File: src/rtl/general_defines.sv
// Shared core widths and fetch-queue payload types.
package general_defines;

    localparam int unsigned INSTR_MEM_IDX_W = 32;
    localparam int unsigned INT_DATA_W      = 32;
    localparam int unsigned FQ_DEPTH        = 4;

    typedef struct packed {
        logic [INSTR_MEM_IDX_W-1:0] pc;
        logic [INT_DATA_W-1:0]      instr;
    } fq_entry_t;

endpackage

File: src/rtl/fetch_queue_if.sv
// Fetch-side and decode-side handshake bundle around the fetch queue.
interface fetch_queue_if #(
    parameter int unsigned PC_W    = 32,
    parameter int unsigned INSTR_W = 32,
    parameter int unsigned CNT_W   = 3
);
    logic               flush;
    logic               if_valid;
    logic [PC_W-1:0]    if_pc;
    logic [INSTR_W-1:0] if_instr;
    logic               fq_stall;
    logic               id_valid;
    logic [PC_W-1:0]    id_pc;
    logic [INSTR_W-1:0] id_instr;
    logic               id_ready;
    logic [CNT_W-1:0]   fq_count;

    modport master (
        output flush, if_valid, if_pc, if_instr, id_ready,
        input  fq_stall, id_valid, id_pc, id_instr, fq_count
    );

    modport slave (
        input  flush, if_valid, if_pc, if_instr, id_ready,
        output fq_stall, id_valid, id_pc, id_instr, fq_count
    );
endinterface

File: src/rtl/fetch_queue_ptr_ctr.sv
// Wrapping circular-buffer pointer with increment and clear.
module fq_ptr_ctr #(
    parameter int unsigned W = 2
) (
    input  logic         clk,
    input  logic         rst,
    input  logic         clr,
    input  logic         inc,
    output logic [W-1:0] ptr_q
);
    logic [W-1:0] ptr_d;

    always_comb begin
        ptr_d = ptr_q;
        if (clr) begin
            ptr_d = '0;
        end else if (inc) begin
            ptr_d = ptr_q + W'(1);
        end
    end

    always_ff @(posedge clk) begin
        if (rst) begin
            ptr_q <= '0;
        end else begin
            ptr_q <= ptr_d;
        end
    end
endmodule

File: src/rtl/fetch_queue.sv
// Fetch-to-decode decoupling FIFO with flush; define FETCH_QUEUE_BYPASS_EN
// to let an empty queue forward the fetch entry to decode in the same cycle.
module fetch_queue
    import general_defines::*;
#(
    parameter int unsigned DEPTH   = FQ_DEPTH,
    parameter int unsigned PC_W    = INSTR_MEM_IDX_W,
    parameter int unsigned INSTR_W = INT_DATA_W
) (
    input  logic          clk,
    input  logic          rst,
    fetch_queue_if.slave  fq
);
    localparam int unsigned PTR_W = $clog2(DEPTH);
    localparam int unsigned CNT_W = $clog2(DEPTH + 1);

    typedef struct packed {
        logic [PC_W-1:0]    pc;
        logic [INSTR_W-1:0] instr;
    } entry_t;

    entry_t           mem_q [DEPTH];
    entry_t           wr_entry_d;
    logic [CNT_W-1:0] count_q, count_d;
    logic             full_q, full_d;
    logic [PTR_W-1:0] rd_ptr_q, wr_ptr_q;
    logic             bypass_c, bypass_take_c, enq_c, deq_c;

    always_comb begin
        bypass_c = 1'b0;
`ifdef FETCH_QUEUE_BYPASS_EN
        bypass_c = (count_q == '0) && fq.if_valid && !fq.flush && !rst;
`endif
        // A bypassed entry that decode takes immediately never touches storage.
        bypass_take_c = bypass_c && fq.id_ready;
        enq_c         = fq.if_valid && !full_q && !fq.flush && !bypass_take_c;
        deq_c         = (count_q != '0) && fq.id_ready && !fq.flush;
        wr_entry_d    = '{pc: fq.if_pc, instr: fq.if_instr};

        count_d = count_q;
        if (fq.flush) begin
            count_d = '0;
        end else if (enq_c && !deq_c) begin
            count_d = count_q + CNT_W'(1);
        end else if (deq_c && !enq_c) begin
            count_d = count_q - CNT_W'(1);
        end
        // Stall is kept as its own flop so it never sees id_ready/if_valid.
        full_d = (count_d == CNT_W'(DEPTH));
    end

    always_ff @(posedge clk) begin
        if (rst) begin
            count_q <= '0;
            full_q  <= 1'b0;
        end else begin
            count_q <= count_d;
            full_q  <= full_d;
        end
    end

    always_ff @(posedge clk) begin
        if (enq_c && !rst) begin
            mem_q[wr_ptr_q] <= wr_entry_d;
        end
    end

    fq_ptr_ctr #(.W(PTR_W)) u_rd_ptr (
        .clk   (clk),
        .rst   (rst),
        .clr   (fq.flush),
        .inc   (deq_c),
        .ptr_q (rd_ptr_q)
    );

    fq_ptr_ctr #(.W(PTR_W)) u_wr_ptr (
        .clk   (clk),
        .rst   (rst),
        .clr   (fq.flush),
        .inc   (enq_c),
        .ptr_q (wr_ptr_q)
    );

    assign fq.fq_stall = full_q;
    assign fq.fq_count = count_q;
    assign fq.id_valid = (count_q != '0) || bypass_c;
    assign fq.id_pc    = bypass_c ? fq.if_pc    : mem_q[rd_ptr_q].pc;
    assign fq.id_instr = bypass_c ? fq.if_instr : mem_q[rd_ptr_q].instr;
endmodule

File: src/flat_wrapper.sv
// flat-port wrapper written by rule: the top's interface ports become plain ports
module fetch_queue_flat import general_defines::*;
#(
    parameter int unsigned DEPTH   = FQ_DEPTH,
    parameter int unsigned PC_W    = INSTR_MEM_IDX_W,
    parameter int unsigned INSTR_W = INT_DATA_W
)
  (clk, rst, fq_flush, fq_if_valid, fq_if_pc, fq_if_instr, fq_id_ready, fq_fq_stall, fq_id_valid, fq_id_pc, fq_id_instr, fq_fq_count);
  fetch_queue_if #(.PC_W(PC_W), .INSTR_W(INSTR_W), .CNT_W(($clog2(DEPTH + 1)))) fq_i ();
  input  logic clk;
  input  logic rst;
  input wire logic [$bits(fq_i.flush)-1:0] fq_flush;
  input wire logic [$bits(fq_i.if_valid)-1:0] fq_if_valid;
  input wire logic [$bits(fq_i.if_pc)-1:0] fq_if_pc;
  input wire logic [$bits(fq_i.if_instr)-1:0] fq_if_instr;
  input wire logic [$bits(fq_i.id_ready)-1:0] fq_id_ready;
  output wire logic [$bits(fq_i.fq_stall)-1:0] fq_fq_stall;
  output wire logic [$bits(fq_i.id_valid)-1:0] fq_id_valid;
  output wire logic [$bits(fq_i.id_pc)-1:0] fq_id_pc;
  output wire logic [$bits(fq_i.id_instr)-1:0] fq_id_instr;
  output wire logic [$bits(fq_i.fq_count)-1:0] fq_fq_count;
  assign fq_i.flush = fq_flush;
  assign fq_i.if_valid = fq_if_valid;
  assign fq_i.if_pc = fq_if_pc;
  assign fq_i.if_instr = fq_if_instr;
  assign fq_i.id_ready = fq_id_ready;
  assign fq_fq_stall = fq_i.fq_stall;
  assign fq_id_valid = fq_i.id_valid;
  assign fq_id_pc = fq_i.id_pc;
  assign fq_id_instr = fq_i.id_instr;
  assign fq_fq_count = fq_i.fq_count;
  fetch_queue #(.DEPTH(DEPTH), .PC_W(PC_W), .INSTR_W(INSTR_W)) u_core (.clk(clk), .rst(rst), .fq(fq_i));
endmodule
File: config.mk
export PLATFORM = sky130hd
export DESIGN_NAME = fetch_queue_flat
export DESIGN_NICKNAME = d
export VERILOG_FILES = /design/src/rtl/general_defines.sv /design/src/rtl/fetch_queue_if.sv /design/src/rtl/fetch_queue_ptr_ctr.sv /design/src/rtl/fetch_queue.sv /design/src/flat_wrapper.sv
export SDC_FILE = /design/constraint.sdc
export NUM_CORES = 1
export LEC_CHECK = 0
export ABC_AREA = 1
export BUFFER_PORTS_ARGS = -buffer_cell sky130_fd_sc_hd__buf_2
export CAP_MARGIN = 30
export CORE_ASPECT_RATIO = 1.4
export CORE_MARGIN = 1
export CORE_UTILIZATION = 50
export DETAILED_ROUTE_END_ITERATION = 16
export HOLD_SLACK_MARGIN = 0.15
export PLACE_DENSITY = 0.82
export SLEW_MARGIN = 40
export SYNTH_ARGS = -nofsm -noshare
export SYNTH_HDL_FRONTEND = slang
export SYNTH_HIERARCHICAL = 1
export SYNTH_SLANG_ARGS = --single-unit
File: constraint.sdc
create_clock -name clk -period 9.8 [get_ports clk]
set_input_delay 0.49 -clock clk [delete_from_list [all_inputs] [get_ports clk]]
set_output_delay 0.49 -clock clk [all_outputs]
set_load 0.01 [all_outputs]
Word-level counts from Yosys, hierarchy flattened
Memories as Yosys holds them, arrays and structs flattened. A register that Yosys moved wholly into a read port is not among the register bits.
Cells that the tools add are included.
{"block": "totals", "memories": 1, "word_cells": 31, "mem_bits_rw": 256, "regBits": 8, "inputBits": 69}
{"name": "u_core.mem_q", "words": 4, "width": 64, "read_ports": 1, "rd_clocked_by_memory_dff": 1, "write_ports": 1, "line": "fetch_queue.sv:22", "text": "entry_t mem_q [DEPTH];"}
{"block": "classes", "n_reduce_logical": 14, "n_eq_ne": 1, "mux": 7, "addsub": 4}
{"op": "$mux W3", "n": 3}
{"op": "$logic_and A1 B1 Y1", "n": 7}
{"op": "$logic_not A1 Y1", "n": 5}
{"op": "$add A2 B1 Y2 const B", "n": 2}
{"op": "$mux W2", "n": 2}
{"op": "$add A3 B1 Y3 const B", "n": 1}
{"op": "$eq A3 B3 Y1 const B", "n": 1}
{"op": "$reduce_bool A3 Y1", "n": 1}
{"op": "$sub A3 B1 Y3 const B", "n": 1}
{"op": "$mux W1", "n": 2}
{"op": "$reduce_or A2 Y1", "n": 1}

Depth between registers and ports, before layout
Gate-level depths: netlist (run 1).
{"block": "depth", "depth_word": 9, "ltp_mapped": 10}

By module
The synthesis (run 1) kept the hierarchy.
{"mod": "fetch_queue", "area_per_inst_um2": 9880.7, "n_inst": 1, "seq_area_each_um2": 7767.4, "cells_each": 679}
{"mod": "fq_ptr_ctr", "area_per_inst_um2": 78.8, "n_inst": 2, "seq_area_each_um2": 40.0, "cells_each": 11}

Worst setup path after synthesis (run 1)
No wires, ideal clock.
{"block": "synth_timing", "path_type": "input port to flip-flop", "from": "input port fq_if_valid", "to": "memory u_core/mem_q[1][0] (netlist name), enable pin", "path_slack_ps": 4073, "stages": 4, "setup_time_ps": 565, "t_arrival_ps": 5161, "path_cell_list": "nand2_1 -> inv_1 -> nand2_1 -> nor3_1"}
{"block": "synth_between", "elab_chain_len": 5}
{"element": "start: declaration", "line": "flat_wrapper.sv:13", "text": "input wire logic [$bits(fq_i.if_valid)-1:0] fq_if_valid;"}
{"element": "$logic_and A1 B1 Y1 (2 in a row)", "line": "fetch_queue.sv:36", "text": "enq_c = fq.if_valid && !full_q && !fq.flush && !bypass_take_c;"}
{"element": "$logic_and A1 B1 Y1", "line": "fetch_queue.sv:63", "text": "if (enq_c && !rst) begin"}
{"element": "$mux W1", "line": "fetch_queue.sv:63"}
{"element": "$mux W1 (not written as such)", "line": "fetch_queue.sv:64", "text": "mem_q[wr_ptr_q] <= wr_entry_d;"}
{"element": "end: declaration", "line": "fetch_queue.sv:22"}
Every way passes these cells.

==> metrics.txt, run 1 <==
Worst-Margin Slew=0.821 ns; Sinks on Clock Net=264; share of cells above drive strength 1=23.6%; clk slew on worst S/H paths=0.07 ns; Critical Path Source Type=register; number of H-tree levels=1; Max-slew headroom=45.3%; CTS Buf Count=23; synth top area cells=edfxtp_1 77%, nor2_1 5.2%, o22ai_1 4.0%, o21ai_0 3.6%, o21ai_1 2.8%; Netlist Area Pre-Place=10000 um^2; via count=6108; final setup fails=0; Simple-Gate Fraction of Synth Area=7.43%; CP cell instances=inv_4 > buf_4 > o21ai_0 > o22ai_1 > buf_2; Iter 0 DRT Violations=463; critical path type=register to output pin; largest net degree at the start of global routing=111; final instance area=11600 um^2; post-synthesis adder-cell area fraction=0.374%; Gate Count Post-Synth=701; total power=2.21 mW; Avg Vias per Cell=5.52; fillers=1441; Pleak=4.08 nW; status=finished clean; die height=170 um; row cnt=61; Worst Hold Class=input port to register; EDFF count, synth=256; Post-CTS Repair Setup Buffers=0; Synth warnings=6; cell taking the most area after synthesis=edfxtp_1; Layout Skew=0.00660 ns; input/output buffers=137; Worst-Skew Late Latency=0.49 ns; CP required=9.31 ns; Initial Util=50.8%; first drt pass iteration count=4; placed instance area=10900 um^2; # IOs=138; final WL=19500 um; CTS tree=built; post-CTS sizing=0; share of the synthesized area in the top cell type=76.6%; CTS Hold Bufs=0; Critical Path Max Stage Delay=0.66 ns; setup ws final=6.65 ns; RSZ-0062 raised after global routing=no; most frequent cell after synthesis=edfxtp_1; WL/cell=17.6 um; Final ANT Viol Nets=0; RD Place Congestion=0.797; Final TNS setup=0 ns; Yosys cell types=27; Synth top cells by count=256 x edfxtp_1, 139 x nor2_1, 72 x o21ai_0, 64 x o22ai_1, 56 x o21ai_1; Post-Synth XOR/XNOR Area=0.0872%; syn_nets=773; post-route clock period utilization=32.2%; mux cell area share after synthesis=0%; DIE WIDTH=122 um; Worst IR Drop VDD=0.000114 V; GRT Overall Usage=18.7%; nets=906; Setup WS pre-CTS=7.11 ns; pwr/cell area=190 nW/um^2; # DRC=0; Hold Fails Final Rpt=0; area grow syn2layout=15.8%; Worst setup EP type=output pin; Synth Area in Compound Gates=10.5%; Seq/Total Area, Yosys=78.2%; peak fanout along the critical path=66; Mapped Avg Cell Area=14.3 um^2; grt total ovfl=0; max-slew violation count=0; register area=7850 um^2; first-pass GRT wire length=29700 um; largest family of logic cells by synthesized area=compound AO/OA/AOI/OAI gates; Clock Tree Buf Depth=3; post-synthesis register bit count=264; fmax=317 MHz; arrival time worst endpoint=2.66 ns; initial antenna violation count=7; vias in the first global route=6091; fin util=58.8%; Multi-input gate area=1870 um^2; DP HPWL=11200 um; Root Buffer=clkbuf_16; Slowest cell on crit path=buf_4; async set-reset flop share out of synthesis=0%; Final Critical Period=3.15 ns; Die ar.=20700 um^2; ys flop type=edfxtp_1; Max-Cap Viols=0; Core ar.=19800 um^2
## stage by stage
step                      std cells  hold WS (ns)
after floorplan                 701         0.505
after global placement         1061         0.550
after detailed placement       1061         0.569
after CTS                      1102         0.190
after global routing           1107         0.189
final                          1107         0.202
## critical path: cells and delay by family (launching register included)
| family | cells | cell delay (ns) |
|---|---|---|
| buffers and inverters | 3 | 1.30 |
| DFF | 1 | 0.43 |
| AOI/OAI and AO/OA | 2 | 0.37 |
## area by class of cell
class                   instances  share of cell area, %
diodes                          5                  0.108
well taps                     252                   2.71
repair buffers                149                   6.71
flip-flops and latches        264                   67.6
inverters                      15                  0.506
clock inverters                10                   1.11
clock buffers                  31                   5.21
multi-input cells             381                   16.1
## layout by cell type, fill, tap and decap left out, types with 2 or more instances in the layout
| cell type | netlist | final |
|---|---|---|
| edfxtp_1 | 256 | 256 |
| nor2_1 | 139 | 139 |
| buf_2 | 7 | 137 |
| o21ai_0 | 72 | 72 |
| o22ai_1 | 64 | 64 |
| o21ai_1 | 56 | 56 |
| clkbuf_16 | 0 | 23 |
| nand2_1 | 21 | 21 |
| inv_1 | 11 | 11 |
| buf_4 | 3 | 11 |
| clkbuf_1 | 14 | 8 |
| nand3_1 | 7 | 7 |
| dfxtp_1 | 8 | 6 |
| diode_2 | 0 | 5 |
| nor2_2 | 4 | 4 |
| nor3_2 | 0 | 4 |
| bufinv_16 | 0 | 3 |
| clkinv_2 | 0 | 3 |
| inv_2 | 2 | 3 |
| nand3_2 | 3 | 3 |
| ha_1 | 3 | 3 |
| clkinv_1 | 1 | 2 |
| nand2_2 | 2 | 2 |
| a21oi_1 | 2 | 2 |
## path summary, 6_finish.rpt
| kind | startpoint | to | slack (ns) | depth (start not counted) |
|---|---|---|---|---|
| hold / removal | fq_if_pc[23] | u_core/mem_q[0][55] | 0.20 | 1 |
| hold reg to reg | u_core/u_wr_ptr/ptr_q[1] | u_core/u_wr_ptr/ptr_q[1] | 0.57 | 2 |
| setup reg to reg | u_core/fq.fq_stall | u_core/mem_q[0][26] | 7.89 | 6 |
| setup / recovery | u_core/u_rd_ptr/ptr_q[0] | fq_id_pc[30] | 6.65 | 5 |
## metal layers
| metal | GRT usage [%] | share of wire, % | vias up | wire, um |
|---|---|---|---|---|
| met3 | 3.83 | 7.2 | 53 | 1410 |
| met5 | 0 | 0.13 | - | 25 |
| li1 | - | - | 2889 | - |
| met1 | 22.3 | 38 | 2939 | 7490 |
| met4 | 9.93 | 3.6 | 4 | 695 |
| met2 | 31.8 | 51 | 223 | 9850 |
## state kept, by name (all words and copies together), names as in the netlist
signal / flops
u_core/mem_q: 256
u_core/fq.fq_count: 3
u_core/u_rd_ptr/ptr_q: 2
u_core/u_wr_ptr/ptr_q: 2
u_core/fq.fq_stall: 1
## report_power, final
part           switching (mW)  leakage, nW  internal (mW)
registers             0.00356         2.38           1.25
logic                  0.0490         1.35         0.0279
clock network           0.362        0.355          0.514
## kinds of logic after synthesis
logic type / Yosys count
flops: 264
compound gates: 195
simple gates: 182
buf+inv: 56
fa+ha+maj: 3
xor+xnor: 1
Power figures use the tool's default switching activity.
==> run 2: changes to the inputs <==
==> constraint.sdc (replaced) <==
create_clock -name clk -period 2.9 [get_ports clk]
set_input_delay 0.145 -clock clk [delete_from_list [all_inputs] [get_ports clk]]
set_output_delay 0.145 -clock clk [all_outputs]
set_load 0.01 [all_outputs]
==> metrics.txt, run 2 (synthesis gave the netlist of run 1 again) <==
share of cells above drive strength 1=22.4% (-1.3 points); pwr/cell area=613 nW/um^2 (+220%); vias in the first global route=6419 (+5.4%); die height=170 um (unchanged); CP required=2.76 ns (-6.55 ns); placed instance area=11000 um^2 (+1.1%); first drt pass iteration count=5 (+1); cell count of the worst hold path=5 (+4); Hold Fails Final Rpt=0 (unchanged); Final ANT Viol Nets=0 (unchanged); most frequent cells in the layout=256 x edfxtp_1, 139 x nor2_1, 137 x buf_2; largest net degree at the start of global routing=67 (-40%); Net Sw Frac=19.6% (+0.77 points); clk slew on worst S/H paths=0.07 ns (about the same); DIE WIDTH=122 um (unchanged); arrival time worst endpoint=2.48 ns (-0.18 ns); nets=975 (+7.6%); grt total ovfl=0 (unchanged); critical path type=register to output pin; WL/cell=18.5 um (+5.0%); initial antenna violation count=1 (-6); # DRC=0 (unchanged); max-slew violation count=0 (unchanged); commonest non-fill, non-tap cell in the layout=edfxtp_1; # IOs=138 (unchanged); Clock Tree Buf Depth=3 (unchanged); Final Critical Period=2.63 ns; Initial Util=50.8% (unchanged); Comb pwr share=4.6% (+1.1 points); clock power share=39.8% (about the same); Setup WS pre-CTS=0.817 ns (-6.30 ns); Max-slew headroom=52.2% (+6.9 points); Reg2Reg Setup Slack=0.81 ns (-7.08 ns); Cell Int Power=6.12 mW (+240%); Sinks on Clock Net=264 (unchanged); Worst Hold Class=input port to register; Critical Path Max Stage Delay=0.54 ns (-0.12 ns); Worst setup EP type=output pin; final WL=21700 um (+11%); via count=6513 (+6.6%); Worst-Margin Slew=0.717 ns (-0.103 ns); Avg Vias per Cell=5.55 (+0.63%); Slowest cell on crit path=inv_4; Final TNS setup=0 ns (unchanged); Pleak=4.41 nW (+8.2%); r2r worst-path depth=6 (unchanged); Sw Pwr=1.49 mW (+260%); peak fanout along the critical path=58 (-12%); fmax=381 MHz; CTS Buf Count=23 (unchanged); largest register by flop count=u_core/mem_q; input/output buffers=137 (unchanged); Die ar.=20700 um^2 (unchanged); Worst IR Drop VDD=0.000393 V (+240%); Critical Path Source Type=register; Hold EP=u_core/u_wr_ptr/ptr_q[0]; CTS tree=built; Core ar.=19800 um^2 (unchanged); Post-CTS Repair Setup Buffers=0 (unchanged); total power=7.62 mW (+250%); Reg-to-Reg Start=u_core/fq.fq_stall; final instance area=12400 um^2 (+7.0%); Max-Cap Viols=0 (unchanged); RD Place Congestion=0.807 (+1.3%); post-route clock period utilization=90.5%; CP cell instances=inv_4 > buf_12 > o21ai_1 > o22ai_1 > buf_2; max FFs per register=256 (unchanged); DP HPWL=12300 um (+10%); kind of cell adding the most delay to the critical path=buffers and inverters; status=finished clean; Worst-Skew Late Latency=0.51 ns (+0.02 ns); Hold WS=0.211 ns (+0.00906 ns); RSZ-0062 raised after global routing=no; HP Start=fq_if_valid; setup ws final=0.275 ns (-6.37 ns); first-pass GRT wire length=32700 um (+10%); Root Buffer=clkbuf_16; GRT Overall Usage=20.7% (+2.0 points); sequential share of power=55.6% (-1.2 points); reg2reg end=u_core/mem_q[0][6]; Layout Skew=0.0180 ns (+0.0114 ns); Iter 0 DRT Violations=609 (+32%); number of H-tree levels=1 (unchanged); row cnt=61 (unchanged); area grow syn2layout=23.8%; final setup fails=0 (unchanged); Buf+Inv Stages, Crit Path=3 (unchanged)
run 2: tightest hold or removal path: stages:
cell	delay (ns)
buf_2	0.10
nand2_1	0.20
nor2_4	0.08
nor2_1	0.10
nor2_1	0.05
run 2: layout make-up:
cell class / instances / area, um^2
Sequential cell: 264 / 7850
Fill cell: 1405 / 7340
Multi-Input combinational cell: 381 / 1890
Timing Repair Buffer: 218 / 1550
Clock buffer: 28 / 594
Tap cell: 252 / 315
Clock inverter: 14 / 161
Inverter: 15 / 58.8
Antenna cell: 1 / 2.50
run 2: timing repair:
| action | 4_1_cts | 5_1_grt |
|---|---|---|
| hold buffers | 68 | 0 |
| gates resized for setup | 0 | 0 |
| endpoints found under the hold margin | 264 | 0 |
run 2: worst max-delay path by stage:
stage / start / slack, ns / to / cells after the start
final: u_core/u_rd_ptr/ptr_q[0] / 0.27 / fq_id_instr[28] / 5
after floorplan: u_core/fq.fq_stall / -0.79 / u_core/mem_q[0][0] / 5
after global placement: u_core/fq.fq_stall / 0.86 / u_core/mem_q[0][54] / 6
after detailed placement: u_core/fq.fq_stall / 0.82 / u_core/mem_q[0][54] / 6
after global routing: u_core/u_rd_ptr/ptr_q[0] / 0.21 / fq_id_instr[28] / 5
after CTS: u_core/u_rd_ptr/ptr_q[0] / 0.34 / fq_id_pc[28] / 5
run 2: per-layer routing:
metal / wire [um] / global-route usage [%]
met1: 8140 / 25.2
met4: 742 / 9.88
met2: 11500 / 36.5
met5: 0 / 0
met3: 1290 / 2.28
run 2: through the flow:
step / utilization (%) / std cells
after detailed placement: 55.6 / 1062
after global routing: 62.9 / 1173
after CTS: 62.9 / 1172
after floorplan: - / 701
after global placement: 55.6 / 1062
final: 62.9 / 1173
run 2: power by group through the flow:
| stage | sequential [mW] | combinational (mW) | clock [mW] |
|---|---|---|---|
| 3_5_place_dp | 4.32 | 0.278 | 0 |
| 6_report | 4.23 | 0.351 | 3.03 |
| 5_1_grt | 4.23 | 0.380 | 3.20 |
| 3_3_place_gp | 4.31 | 0.272 | 0 |
| 4_1_cts | 4.23 | 0.350 | 3.06 |
| 2_1_floorplan | 4.32 | 0.120 | 0 |
==> run 3: changes to the inputs <==
--- a/config.mk
+++ b/config.mk
@@ -11,6 +11,7 @@
 export CORE_ASPECT_RATIO = 1.4
 export CORE_MARGIN = 1
 export CORE_UTILIZATION = 50
+export CTS_BUF_LIST = sky130_fd_sc_hd__clkbuf_4 sky130_fd_sc_hd__clkbuf_8
 export DETAILED_ROUTE_END_ITERATION = 16
 export HOLD_SLACK_MARGIN = 0.15
 export PLACE_DENSITY = 0.82
==> constraint.sdc (replaced) <==
create_clock -name clk -period 2.9 [get_ports clk]
set_input_delay 0.145 -clock clk [delete_from_list [all_inputs] [get_ports clk]]
set_output_delay 0.145 -clock clk [all_outputs]
set_load 0.05 [all_outputs]
==> metrics.txt, run 3 (synthesis gave the netlist of run 1 again) <==
DP HPWL=11900 um (-3.7%); commonest non-fill, non-tap cell in the layout=edfxtp_1; post-CTS sizing=0 (unchanged); nets=992 (+1.7%); final WL=22200 um (+2.4%); critical path type=register to output pin; input/output buffers=137 (unchanged); final instance area=12400 um^2 (about the same); placed instance area=11000 um^2 (-0.17%); Max-Cap Viols=0 (unchanged); row cnt=61 (unchanged); Root Buffer=clkbuf_8; Sinks on Clock Net=264 (unchanged); status=finished, violations left; Setup WS pre-CTS=1.07 ns (+0.249 ns); kind of cell adding the most delay to the critical path=buffers and inverters; Avg Vias per Cell=5.44 (-2.1%); Clock Tree Buf Depth=3 (unchanged); Die ar.=20700 um^2 (unchanged); Worst IR Drop VDD=0.000491 V (+25%); number of H-tree levels=2 (+1); Crit path depth=5 (unchanged); Worst-Skew Late Latency=0.51 ns (about the same); WL/cell=18.4 um (-0.26%); share of cells above drive strength 1=24.5% (+2.1 points); most frequent cells in the layout=256 x edfxtp_1, 139 x nor2_1, 137 x buf_2; area grow syn2layout=23.8% (about the same); Post-CTS Repair Setup Buffers=0 (unchanged); reg2reg end=u_core/fq.fq_count[1]; CTS Hold Bufs=68 (unchanged); DIE WIDTH=122 um (unchanged); max-slew violation count=0 (unchanged); CP cell instances=inv_4 > buf_12 > nor2_1 > o22ai_1 > buf_2; Iter 0 DRT Violations=448 (-26%); Max-slew headroom=62.1% (+9.9 points); setup ws final=0.480 ns (+0.205 ns); largest register by flop count=u_core/mem_q; pwr/cell area=611 nW/um^2 (-0.21%); Reg2Reg Setup Slack=0.83 ns (+0.02 ns); Initial Util=50.8% (unchanged); via count=6544 (+0.48%); final setup fails=0 (unchanged); Reg-to-Reg Start=u_core/fq.fq_count[0]; CP required=2.76 ns (about the same); grt total ovfl=0 (unchanged); clk slew on worst S/H paths=0.06 ns (about the same); Worst-Margin Slew=0.569 ns (-0.149 ns); fmax=413 MHz (+8.5%); RD Place Congestion=0.822 (+1.8%); RSZ-0062 raised after global routing=no; Worst Hold Class=input port to register; die height=170 um (unchanged); first-pass GRT wire length=33700 um (+2.9%); Critical Path Source Type=register; Final Critical Period=2.42 ns (-0.205 ns); Slowest cell on crit path=inv_4; max FFs per register=256 (unchanged); # IOs=138 (unchanged); Final ANT Viol Nets=0 (unchanged); peak fanout along the critical path=60 (+3.4%); Buf+Inv Stages, Crit Path=3 (unchanged); fillers=1360 (-3.2%); Pleak=4.46 nW (+1.1%); Core ar.=19800 um^2 (unchanged); GRT Overall Usage=21.6% (+0.85 points); Final TNS setup=0 ns (unchanged); failing checks=design-rule violations; Hold Fails Final Rpt=0 (unchanged); Layout Skew=0.0156 ns (-0.00233 ns); # DRC=4 (+4); r2r worst-path depth=10 (+4); first drt pass iteration count=11 (+6); arrival time worst endpoint=2.27 ns (-0.21 ns); largest net degree at the start of global routing=133 (+99%); post-route clock period utilization=83.4% (-7.1 points); fin util=62.9% (about the same); Critical Path Max Stage Delay=0.38 ns (-0.16 ns); CTS tree=built; CTS Buf Count=38 (+65%); Worst setup EP type=output pin; CP Capture Point=fq_id_instr[20]; crit path launch=u_core/u_rd_ptr/ptr_q[0]; vias in the first global route=6754 (+5.2%); initial antenna violation count=3 (+2); total power=7.60 mW (-0.26%)
run 3: worst min path at each step:
stage                    startpoint                       end  slack, ns  cells past startpoint
finish                  fq_if_valid  u_core/u_wr_ptr/ptr_q[0]       0.20                      5
detailed placement     fq_if_pc[31]       u_core/mem_q[1][63]       0.36                      1
global placement    fq_if_instr[16]       u_core/mem_q[1][16]       0.36                      1
CTS                     fq_if_valid  u_core/u_wr_ptr/ptr_q[0]       0.16                      5
global route            fq_if_valid  u_core/u_wr_ptr/ptr_q[0]       0.24                      5
floorplan                       rst     u_core/fq.fq_count[0]       0.22                      1
run 3: worst reg2reg max path, delay by kind of cell, from the launching register on:
| kind | cells | cell delay (ns) |
|---|---|---|
| AND/OR/NAND/NOR | 6 | 0.67 |
| adder cells (fa/ha/maj) | 1 | 0.25 |
| buffers and inverters | 3 | 0.71 |
| flip-flops | 1 | 0.37 |
run 3: layout make-up:
cell class | count | area, um^2 | area share [%]
clock inverter | 22 | 149 | 1.20
timing repair buffer | 220 | 1530 | 12.3
inverter | 15 | 58.8 | 0.473
clock buffer | 48 | 617 | 4.96
multi-input combinational | 381 | 1900 | 15.3
tap | 252 | 315 | 2.54
sequential | 264 | 7850 | 63.2
antenna | 2 | 5.00 | 0.0403
run 3: routing by layer:
layer	up-vias	GRT usage (%)	wire length [um]
li1	3064	-	-
met1	3191	23.7	8100
met2	249	39.4	12400
met3	38	3.97	1140
met4	2	10.4	492
met5	-	0	8
run 3: report_power, final:
part           leakage, nW  switching [mW]  internal (mW)
logic                 1.68           0.305          0.156
clock network        0.406            1.32           1.58
registers             2.38          0.0124           4.22
run 3: stage by stage:
stage,hold WS [ns],std cells
after global routing,0.245,1203
after floorplan,0.217,701
after detailed placement,0.360,1064
after CTS,0.161,1202
final,0.198,1204
after global placement,0.356,1064
